File: config.mk
export PLATFORM = sky130hd
export DESIGN_NAME = dj_stream_feeder
export DESIGN_NICKNAME = d
export VERILOG_FILES = /design/src/rtl/dj_pkg.sv /design/src/rtl/dj_sample_fifo.sv /design/src/rtl/dj_stream_feeder.sv
export SDC_FILE = /design/constraint.sdc
export NUM_CORES = 2
export LEC_CHECK = 0
export CORE_UTILIZATION = 57
export DETAILED_ROUTE_END_ITERATION = 8
export PLACE_DENSITY_LB_ADDON = 0.08
export SYNTH_ARGS = -nofsm -noshare
export SYNTH_HDL_FRONTEND = slang
export SYNTH_SLANG_ARGS = --single-unit
File: constraint.sdc
create_clock -name clk_clk -period 3.7 [get_ports clk_clk]
set_input_delay 0.555 -clock clk_clk [delete_from_list [all_inputs] [get_ports clk_clk]]
set_output_delay 0.555 -clock clk_clk [all_outputs]
set_load 0.03 [all_outputs]
File: src/rtl/dj_pkg.sv
// Shared types and constants for the dj stream feeder and its sample FIFOs.
package dj_pkg;

   localparam int DATA_W = 16;
   localparam int BEAT_W = 8;

   localparam logic ADDR_LEFT_DEF  = 1'b0;
   localparam logic ADDR_RIGHT_DEF = 1'b1;

   typedef enum logic [1:0] {
      IDLE,
      SELECT,
      WRITE,
      GAP
   } state_t;

   typedef enum logic {
      CH_LEFT,
      CH_RIGHT
   } ch_t;

   function automatic ch_t other_ch(input ch_t ch);
      return (ch == CH_LEFT) ? CH_RIGHT : CH_LEFT;
   endfunction

endpackage

File: src/rtl/dj_sample_fifo.sv
// Single-clock show-ahead sample FIFO; depth must be a power of two (>= 2).
module dj_sample_fifo
   import dj_pkg::*;
#(
   parameter int FIFO_DEPTH = 64
) (
   input  logic              i_clk,
   input  logic              i_rst_n,
   input  logic              i_push,
   input  logic [DATA_W-1:0] i_data,
   input  logic              i_pop,
   output logic [DATA_W-1:0] o_head,
   output logic              o_empty,
   output logic              o_ready
);

   localparam int AW = $clog2(FIFO_DEPTH);
   localparam logic [AW:0] C_DEPTH = (AW+1)'(FIFO_DEPTH);
   localparam logic [AW:0] C_ONE   = (AW+1)'(1);

   logic [DATA_W-1:0] r_mem [FIFO_DEPTH];
   logic [AW-1:0]     r_wr_ptr;
   logic [AW-1:0]     r_rd_ptr;
   logic [AW:0]       r_count;
   logic [AW:0]       w_count_nxt;
   logic              r_ready;
   logic              w_push;
   logic              w_pop;

   // Ready is a registered !full, so a push is never accepted into a full FIFO.
   assign w_push  = i_push & r_ready;
   assign w_pop   = i_pop & ~o_empty;
   assign o_empty = (r_count == '0);
   assign o_head  = r_mem[r_rd_ptr];
   assign o_ready = r_ready;

   always_comb begin
      w_count_nxt = r_count;
      case ({w_push, w_pop})
         2'b10:   w_count_nxt = r_count + C_ONE;
         2'b01:   w_count_nxt = r_count - C_ONE;
         default: w_count_nxt = r_count;
      endcase
   end

   always_ff @(posedge i_clk) begin
      if (w_push) begin
         r_mem[r_wr_ptr] <= i_data;
      end
   end

   always_ff @(posedge i_clk) begin
      if (!i_rst_n) begin
         r_wr_ptr <= '0;
         r_rd_ptr <= '0;
         r_count  <= '0;
         r_ready  <= 1'b0;
      end else begin
         if (w_push) begin
            r_wr_ptr <= r_wr_ptr + 1'b1;
         end
         if (w_pop) begin
            r_rd_ptr <= r_rd_ptr + 1'b1;
         end
         r_count <= w_count_nxt;
         r_ready <= (w_count_nxt != C_DEPTH);
      end
   end

endmodule

File: src/rtl/dj_stream_feeder.sv
// Avalon-MM write master answering dj core stream IRQs with fixed-length
// bursts of left/right samples, padding with silence when a FIFO runs dry.
module dj_stream_feeder
   import dj_pkg::*;
#(
   parameter int   BURST_LEN  = 16,
   parameter int   FIFO_DEPTH = 64,
   parameter logic ADDR_LEFT  = ADDR_LEFT_DEF,
   parameter logic ADDR_RIGHT = ADDR_RIGHT_DEF
) (
   input  logic              clk_clk,
   input  logic              reset_reset_n,
   input  logic [DATA_W-1:0] left_sample_data,
   input  logic              left_sample_valid,
   output logic              left_sample_ready,
   input  logic [DATA_W-1:0] right_sample_data,
   input  logic              right_sample_valid,
   output logic              right_sample_ready,
   input  logic              dj_irq_left,
   input  logic              dj_irq_right,
   output logic              avm_address,
   output logic              avm_write,
   output logic [DATA_W-1:0] avm_writedata,
   input  logic              avm_waitrequest,
   output logic              underrun_left,
   output logic              underrun_right
);

   localparam logic [BEAT_W-1:0] C_BURST = BEAT_W'(BURST_LEN);
   localparam logic [BEAT_W-1:0] C_LAST  = BEAT_W'(1);

   logic [DATA_W-1:0] w_head_l;
   logic [DATA_W-1:0] w_head_r;
   logic [DATA_W-1:0] w_head_sel;
   logic              w_empty_l;
   logic              w_empty_r;
   logic              w_empty_sel;
   logic              w_pop_l;
   logic              w_pop_r;

   state_t            r_state;
   state_t            w_state_nxt;
   ch_t               r_ch;
   ch_t               w_ch_nxt;
   ch_t               r_rr;
   ch_t               w_rr_nxt;
   logic [BEAT_W-1:0] r_beats;
   logic [BEAT_W-1:0] w_beats_nxt;
   logic              r_held;
   logic              w_held_nxt;
   logic              r_pad;
   logic              w_pad_nxt;

   logic              w_wr;
   logic              w_pad;
   logic              w_accept;
   logic              w_sel_right;

   dj_sample_fifo #(
      .FIFO_DEPTH(FIFO_DEPTH)
   ) u_fifo_left (
      .i_clk   (clk_clk),
      .i_rst_n (reset_reset_n),
      .i_push  (left_sample_valid),
      .i_data  (left_sample_data),
      .i_pop   (w_pop_l),
      .o_head  (w_head_l),
      .o_empty (w_empty_l),
      .o_ready (left_sample_ready)
   );

   dj_sample_fifo #(
      .FIFO_DEPTH(FIFO_DEPTH)
   ) u_fifo_right (
      .i_clk   (clk_clk),
      .i_rst_n (reset_reset_n),
      .i_push  (right_sample_valid),
      .i_data  (right_sample_data),
      .i_pop   (w_pop_r),
      .o_head  (w_head_r),
      .o_empty (w_empty_r),
      .o_ready (right_sample_ready)
   );

   assign w_sel_right = (r_ch == CH_RIGHT);
   assign w_head_sel  = w_sel_right ? w_head_r : w_head_l;
   assign w_empty_sel = w_sel_right ? w_empty_r : w_empty_l;

   // A beat's pad decision is taken on its first cycle and held through any
   // stall, so a sample landing in an empty FIFO mid-stall cannot alter it.
   assign w_pad    = r_held ? r_pad : w_empty_sel;
   assign w_wr     = (r_state == WRITE);
   assign w_accept = w_wr & ~avm_waitrequest;

   assign avm_write     = w_wr;
   assign avm_address   = w_wr & (w_sel_right ? ADDR_RIGHT : ADDR_LEFT);
   assign avm_writedata = (w_wr & ~w_pad) ? w_head_sel : '0;

   assign w_pop_l        = w_accept & ~w_pad & ~w_sel_right;
   assign w_pop_r        = w_accept & ~w_pad &  w_sel_right;
   assign underrun_left  = w_accept &  w_pad & ~w_sel_right;
   assign underrun_right = w_accept &  w_pad &  w_sel_right;

   always_comb begin
      w_state_nxt = r_state;
      w_ch_nxt    = r_ch;
      w_rr_nxt    = r_rr;
      w_beats_nxt = r_beats;
      w_held_nxt  = r_held;
      w_pad_nxt   = r_pad;
      case (r_state)
         IDLE: begin
            if (dj_irq_left | dj_irq_right) begin
               w_state_nxt = SELECT;
            end
         end
         SELECT: begin
            w_beats_nxt = C_BURST;
            w_held_nxt  = 1'b0;
            w_state_nxt = WRITE;
            if (dj_irq_left & dj_irq_right) begin
               w_ch_nxt = r_rr;
               w_rr_nxt = other_ch(r_rr);
            end else if (dj_irq_left) begin
               w_ch_nxt = CH_LEFT;
            end else if (dj_irq_right) begin
               w_ch_nxt = CH_RIGHT;
            end else begin
               // IRQ withdrawn before it could be serviced.
               w_state_nxt = IDLE;
            end
         end
         WRITE: begin
            if (avm_waitrequest) begin
               w_held_nxt = 1'b1;
               w_pad_nxt  = w_pad;
            end else begin
               w_held_nxt  = 1'b0;
               w_beats_nxt = r_beats - 1'b1;
               if (r_beats == C_LAST) begin
                  w_state_nxt = GAP;
               end
            end
         end
         GAP: begin
            w_state_nxt = IDLE;
         end
         default: begin
            w_state_nxt = IDLE;
         end
      endcase
   end

   always_ff @(posedge clk_clk) begin
      if (!reset_reset_n) begin
         r_state <= IDLE;
         r_ch    <= CH_LEFT;
         r_rr    <= CH_LEFT;
         r_beats <= '0;
         r_held  <= 1'b0;
         r_pad   <= 1'b0;
      end else begin
         r_state <= w_state_nxt;
         r_ch    <= w_ch_nxt;
         r_rr    <= w_rr_nxt;
         r_beats <= w_beats_nxt;
         r_held  <= w_held_nxt;
         r_pad   <= w_pad_nxt;
      end
   end

endmodule
==> Word-level counts from Yosys, hierarchy flattened <==
Memories as Yosys holds them, arrays and structs flattened. A register that Yosys moved wholly into a read port is not among the register bits.
Cells that the tools add are included.
{ "classes": {"add_sub_neg": 9, "eq_ne": 13, "muxes": 30, "bitwise_logic": 20, "n_reduce_logical": 10} }
{ "ops": {"columns": ["operator", "n"], "rows": [
  ["$mux 16", 2],
  ["$pmux 7 s2", 2],
  ["$add 6x1->6 const B", 4],
  ["$mux 6", 4],
  ["$pmux 8 s2", 1],
  ["$add 7x1->7 const B", 2],
  ["$and 1x1->1", 14],
  ["$logic_not 7->1", 2],
  ["$ne 7x7->1 const B", 2],
  ["$sub 7x1->7 const B", 2],
  ["$mux 1", 12],
  ["$mux 2", 6],
  ["$eq 2x2->1 const B", 4],
  ["$eq 8x1->1 const B", 1],
  ["$mux 8", 1],
  ["$pmux 2 s4", 1],
  ["$reduce_and 2->1", 4],
  ["$sub 8x1->8 const B", 1],
  ["$eq 2x1->1 const B", 3],
  ["$not 1->1", 5],
  ["$ne 2x2->1 const B", 2],
  ["$reduce_and 3->1", 1],
  ["$reduce_bool 3->1", 1],
  ["$logic_not 2->1", 1],
  ["4 further kinds", 4]
]} }
{ "totals": {"ff_bits": 54, "ramBits": 2048, "inputBits": 39, "output_inout_bits": 22, "word_cells": 98, "n_memories": 2} }
{ "memory_table": {"columns": ["memory", "depth", "word_bits", "read_ports", "rd_clocked_by_memory_dff", "wr", "line_no", "rtl"], "rows": [
  ["u_fifo_left.r_mem", 64, 16, 1, 1, 1, "dj_sample_fifo.sv:21", "logic [DATA_W-1:0] r_mem [FIFO_DEPTH];"],
  ["u_fifo_right.r_mem", 64, 16, 1, 1, 1, "dj_sample_fifo.sv:21", null]
]} }

==> Depth between registers and ports, before layout <==
{ "depth": {"depth_word": 10, "ltp_mapped": 15, "ltp_nobuf": 13} }

==> Modules after synthesis <==
From an unflattened synthesis, not the netlist that was laid out.
{ "unflattened": {"cells_unflattened": 3659, "area_unflattened_um2": 82105.0} }
{ "by_module_without_submodules": {"columns": ["module", "instances", "cells_each", "area_per_inst_um2", "seq_area_each_um2"], "rows": [
  ["dj_sample_fifo (u_fifo_right)", 1, 1781, 40525.1, 31270.0],
  ["dj_sample_fifo (u_fifo_left)", 1, 1750, 40516.4, 31270.0],
  ["dj_stream_feeder", 1, 128, 1063.5, 280.3]
]} }

==> Worst setup path before layout <==
OpenSTA, ideal clock, no wires.
{ "synth_path": {"kind": "register to register", "from": "reg r_state[0]", "to": "reg u_fifo_right.r_ready, in the netlist u_fifo_right.o_ready", "setup_ns": 0.125, "arrival_time_ns": 3.805, "required_time_ns": 3.575, "slack_ns": -0.230, "stages_incl_launch_ff": 16, "path_buffers": 2, "period_less_slack_ns": 3.930, "cell_sequence": "dfxtp_1 > inv_1 > ha_1 > clkbuf_1 > nand3b_1 > nor3b_2 > ha_1 > buf_1 > xor2_1 > ha_1 > nor3b_1 > o21ai_1 > a221oi_1 > a211oi_1 > xnor2_1 > o41a_1"} }
{ "synth_via": {"elab_chain_len": 8, "word_cells_on_any_way": 9, "cone_classes": "4 x eq/ne; 1 x mux; 4 x bitwise"} }
{ "synth_rtl": {"columns": ["item", "line_no", "rtl"], "rows": [
  ["start, declared", "dj_stream_feeder.sv:41", "state_t r_state;"],
  ["start signal, assigned", "dj_stream_feeder.sv:163", "r_state <= w_state_nxt;"],
  ["$eq 2x2->1 *", "dj_stream_feeder.sv:92", "assign w_wr = (r_state == WRITE);"],
  ["net avm_write", "dj_stream_feeder.sv:22", "output logic avm_write,"],
  ["$and 1x1->1 *", "dj_stream_feeder.sv:93", "assign w_accept = w_wr & ~avm_waitrequest;"],
  ["$and 1x1->1 * (2 in series)", "dj_stream_feeder.sv:100", "assign w_pop_r = w_accept & ~w_pad & w_sel_right;"],
  ["$and 1x1->1 *", "dj_sample_fifo.sv:32", "assign w_pop = i_pop & ~o_empty;"],
  ["$eq 2x1->1 or $eq 2x2->1 (tied branches)", "dj_sample_fifo.sv:39", "case ({w_push, w_pop})"],
  ["$pmux 7 s2 *", "dj_sample_fifo.sv:39", null],
  ["$ne 7x7->1 *", "dj_sample_fifo.sv:66", "r_ready <= (w_count_nxt != C_DEPTH);"],
  ["end signal, assigned", "dj_sample_fifo.sv:66", null],
  ["end, declared", "dj_sample_fifo.sv:26", "logic r_ready;"]
]} }
The timed path passes the listed nets; every way through them passes the cells marked *.
A chain may end at the register's enable or synchronous reset.

==> flow_summary_export.csv <==
group,metric,value,unit
power,p_leak,29.72,nW
sta,tightestPinTransition,1.326,ns
floorplan,die_area,0.1440,mm2
setup_path,arrival,3.47,ns
job,drv_cap,0,
setup_path,crit_type,"flip-flop to output port",
sta,setup_violations,16,
run_status,status,"finished with violations",
synth,synth.cell_area,0.08119,mm2
clocking,clock_latency,0.82,ns
clocking,cts_buffers,207,
routing,wl_per_cell,30.57,um
final_layout,seq_area,0.06284,mm2
sta,relSlewSlack,0.1160,
grt,grt_util_all_layers,0.2817,
routing,drtIter0Drc,4100,
sta,fin_crit,4.027,ns
power,p_seq_frac,0.555,
floorplan,die_h,379.4,um
grt,grt_pass1_wl,286700,um
synth,async_reset_ff_frac,0,
synth,synthDistinctLibCells,65,
worst_hold_path,hp-class,"input port to flip-flop",
final_layout,n_fill_cell,8907,
final_layout,nets,4495,
routing,firstDrtPassIters,7,
routing,drc,0,
routing,avgViaCountPerCell,6.319,
power,power.internal,37.86,mW
power,p_clk_frac,0.426,
power,total_power,47.42,mW
setup_path,crit_required,3.14,ns
synth,synth-seq-cells,2114,
place,io_buffers,60,
place,post-place-ws,-0.2685,ns
synth,synth_fp_nets,3995,
power,ir_drop,0.0005671,V
clocking,clock-sinks,2114,
clocking,cts_tree,"done",
grt,grt_max_degree,65,
run_status,violations,"setup timing",
power,combPwrFrac,0.018,
floorplan,die_w,379.4,um
synth,netlist_instances,3941,
sta,setup_tns,-4.367,ns
setup_path,worstPathMaxFanout,8,
sta,fin_skew,0.02412,ns
floorplan,std_cell_rows,138,
floorplan,initial_utilization,0.5742,
floorplan,core-area,0.1414,mm2
synth,synth_edf_count,2048,
place,placed_cells,6036,
routing,antenna_left,0,
setup_path,start_kind,"flip-flop",
synth,ys_top_cells_by_count,"2048 x edfxtp_1, 445 x mux4_2, 235 x nor2_1",
synth,yosysMostFrequentCell,"edfxtp_1",
power,power_density,494.5,mW/mm2
routing,drt-total-wl,198800,um
floorplan,boundaryPins,61,
routing,vias,41100,
sta,slew_viol_final,0,
power,p_sw,9.558,mW
sta,hold_violations,0,
clocking,cts.clk_slew.worst_paths,0.06,ns
sta,rsz0062_at_grt,"yes",
clocking,cts-root-buf,"clkbuf_16",
place,dpl.hpwl,119400,um
synth,synth_top_flop_cell,"edfxtp_1",
setup_path,crit_path_end_kind,"output port",
synth,synthTopCellsByArea,"edfxtp_1 76%, mux4_2 12%, mux2i_1 1.9%",
sta,timing.final.ws_setup,-0.3269,ns
synth,yosys.area.top_type,"edfxtp_1",
synth,avgSynthCellArea,20.60,um2
sta,fin_crit_sh,1.088,
grt,antenna_found_initial,2,
clocking,clk_path_buf_depth,3,
sta,max_freq,0.2483,GHz
grt,overflow,0,
synth,yosysSeqAreaShare,0.7737,
clocking,cts_max_level,4,
synth,synth_top_area_share,0.7574,
grt,first_global_vias,41000,
final_layout,stdcell_count,6504,
power,switching_share,0.2016,
place,gp_congestion,0.8880,
final_layout,drive_above_1_share,0.3242,
synth,ys_warn_count,0,
final_layout,multiInputGateArea,0.01890,mm2
final_layout,syn_to_final_growth,18.09,%
[path summary, 6_finish.rpt]
| check | start | endpoint | slack [ns] | cells after the start |
|---|---|---|---|---|
| setup reg to reg | u_fifo_right.r_count[1] | u_fifo_right.o_ready | 0.23 | 12 |
| setup / recovery | flip-flop | avm_writedata[14] | -0.33 | 10 |
| hold / removal | right_sample_data[9] | u_fifo_right.r_mem[58][9] | 0.22 | 1 |
| hold reg to reg | r_beats[3] | r_beats[3] | 0.51 | 2 |
[per-layer routing]
layer,part of all wire,track usage,up-vias
li1,-,-,17430
met1,0.40,0.3893,21700
met3,0.061,0.03743,332
met5,0.000055,0,-
met2,0.50,0.4662,1634
met4,0.035,0.09951,2
[cells in the final DEF, fill, tap and decap left out, types with 21 or more instances in the layout]
cell type     n
edfxtp_1   2048
mux4_2      445
buf_4       357
nor2_1      224
clkbuf_16   208
mux2i_1     146
a22oi_1      90
o22ai_1      80
nand2_1      60
nand3_1      60
dfxtp_1      59
clkinv_2     51
buf_6        45
clkbuf_1     41
clkinv_1     40
buf_12       40
buf_2        34
a21oi_1      32
o22ai_2      28
xor2_1       26
buf_16       24
a22oi_2      21
[logic make-up (layout without fill, tap and decap cells)]
kind of cell               after synthesis  in the layout  share of synthesized area
muxes                                  605            605                     0.1432
xor gates and xnor gates                39             39                   0.004207
AOI/OAI and AO/OA                      399            399                    0.03312
and+or+nand+nor                        523            523                    0.03084
DFF                                   2114           2114                     0.7737
other                                    0              2                          0
buffers and inverters                  246            917                    0.01259
adders and majority gates               15             15                   0.002312
[registers in the layout (all words and copies together), names as in the netlist, named ones only]
register / count
r_beats: 8
u_fifo_right.r_mem: 1024
u_fifo_right.r_wr_ptr: 6
u_fifo_right.o_ready: 1
r_pad: 1
u_fifo_right.r_count: 7
r_state: 1
u_fifo_left.r_mem: 1024
r_held: 1
r_rr: 1
u_fifo_left.r_count: 7
u_fifo_left.r_rd_ptr: 6
u_fifo_right.r_rd_ptr: 6
u_fifo_left.o_ready: 1
r_ch: 1
u_fifo_left.r_wr_ptr: 6
[timing repair]
action / 4_1_cts / 5_1_grt
cloned: 15 / 1
setup buffers: 54 / 35
gates resized for setup: 304 / 66
hold buffers: 0 / 0
endpoints found under the setup margin: 18 / 18
pin swaps: 60 / 38
[worst max-delay path, cell delays in order (launching register included)]
cell and delay, ns:
dfxtp_4 0.41, buf_8 0.13, buf_12 0.12, buf_16 0.14
buf_4 0.11, mux4_2 0.51, a211oi_2 0.32, nor3_2 0.13
a32o_2 0.33, a41o_4 0.30, buf_6 0.14
[area by class of cell]
class	instances	area share
multi-input cells	1581	0.1971
clock buffers	251	0.05606
clock inverters	129	0.01207
well taps	1890	0.02466
inverters	14	0.0005481
diodes	2	0.00005220
flip-flops and latches	2114	0.6554
repair buffers	523	0.05417
[metrics by stage]
stage / util / hold WS (ns) / area, um2
2_1_floorplan: - / 0.4706 / 81210
3_3_place_gp: 0.6113 / 0.4844 / 86450
3_5_place_dp: 0.6113 / 0.4989 / 86450
4_1_cts: 0.6742 / 0.1731 / 95340
5_1_grt: 0.6780 / 0.2122 / 95880
6_report: 0.6780 / 0.2217 / 95880
[power by group through the flow]
stage	Combinational (mW)	Clock, mW	Sequential (mW)
finish	0.867	20.2	26.3
global route	0.931	21.5	26.3
CTS	0.863	20.6	26.3
detailed placement	0.829	0	26.8
global placement	0.807	0	26.8
floorplan	0.256	0	26.8
No activity file was read; power rests on OpenSTA's default activity.
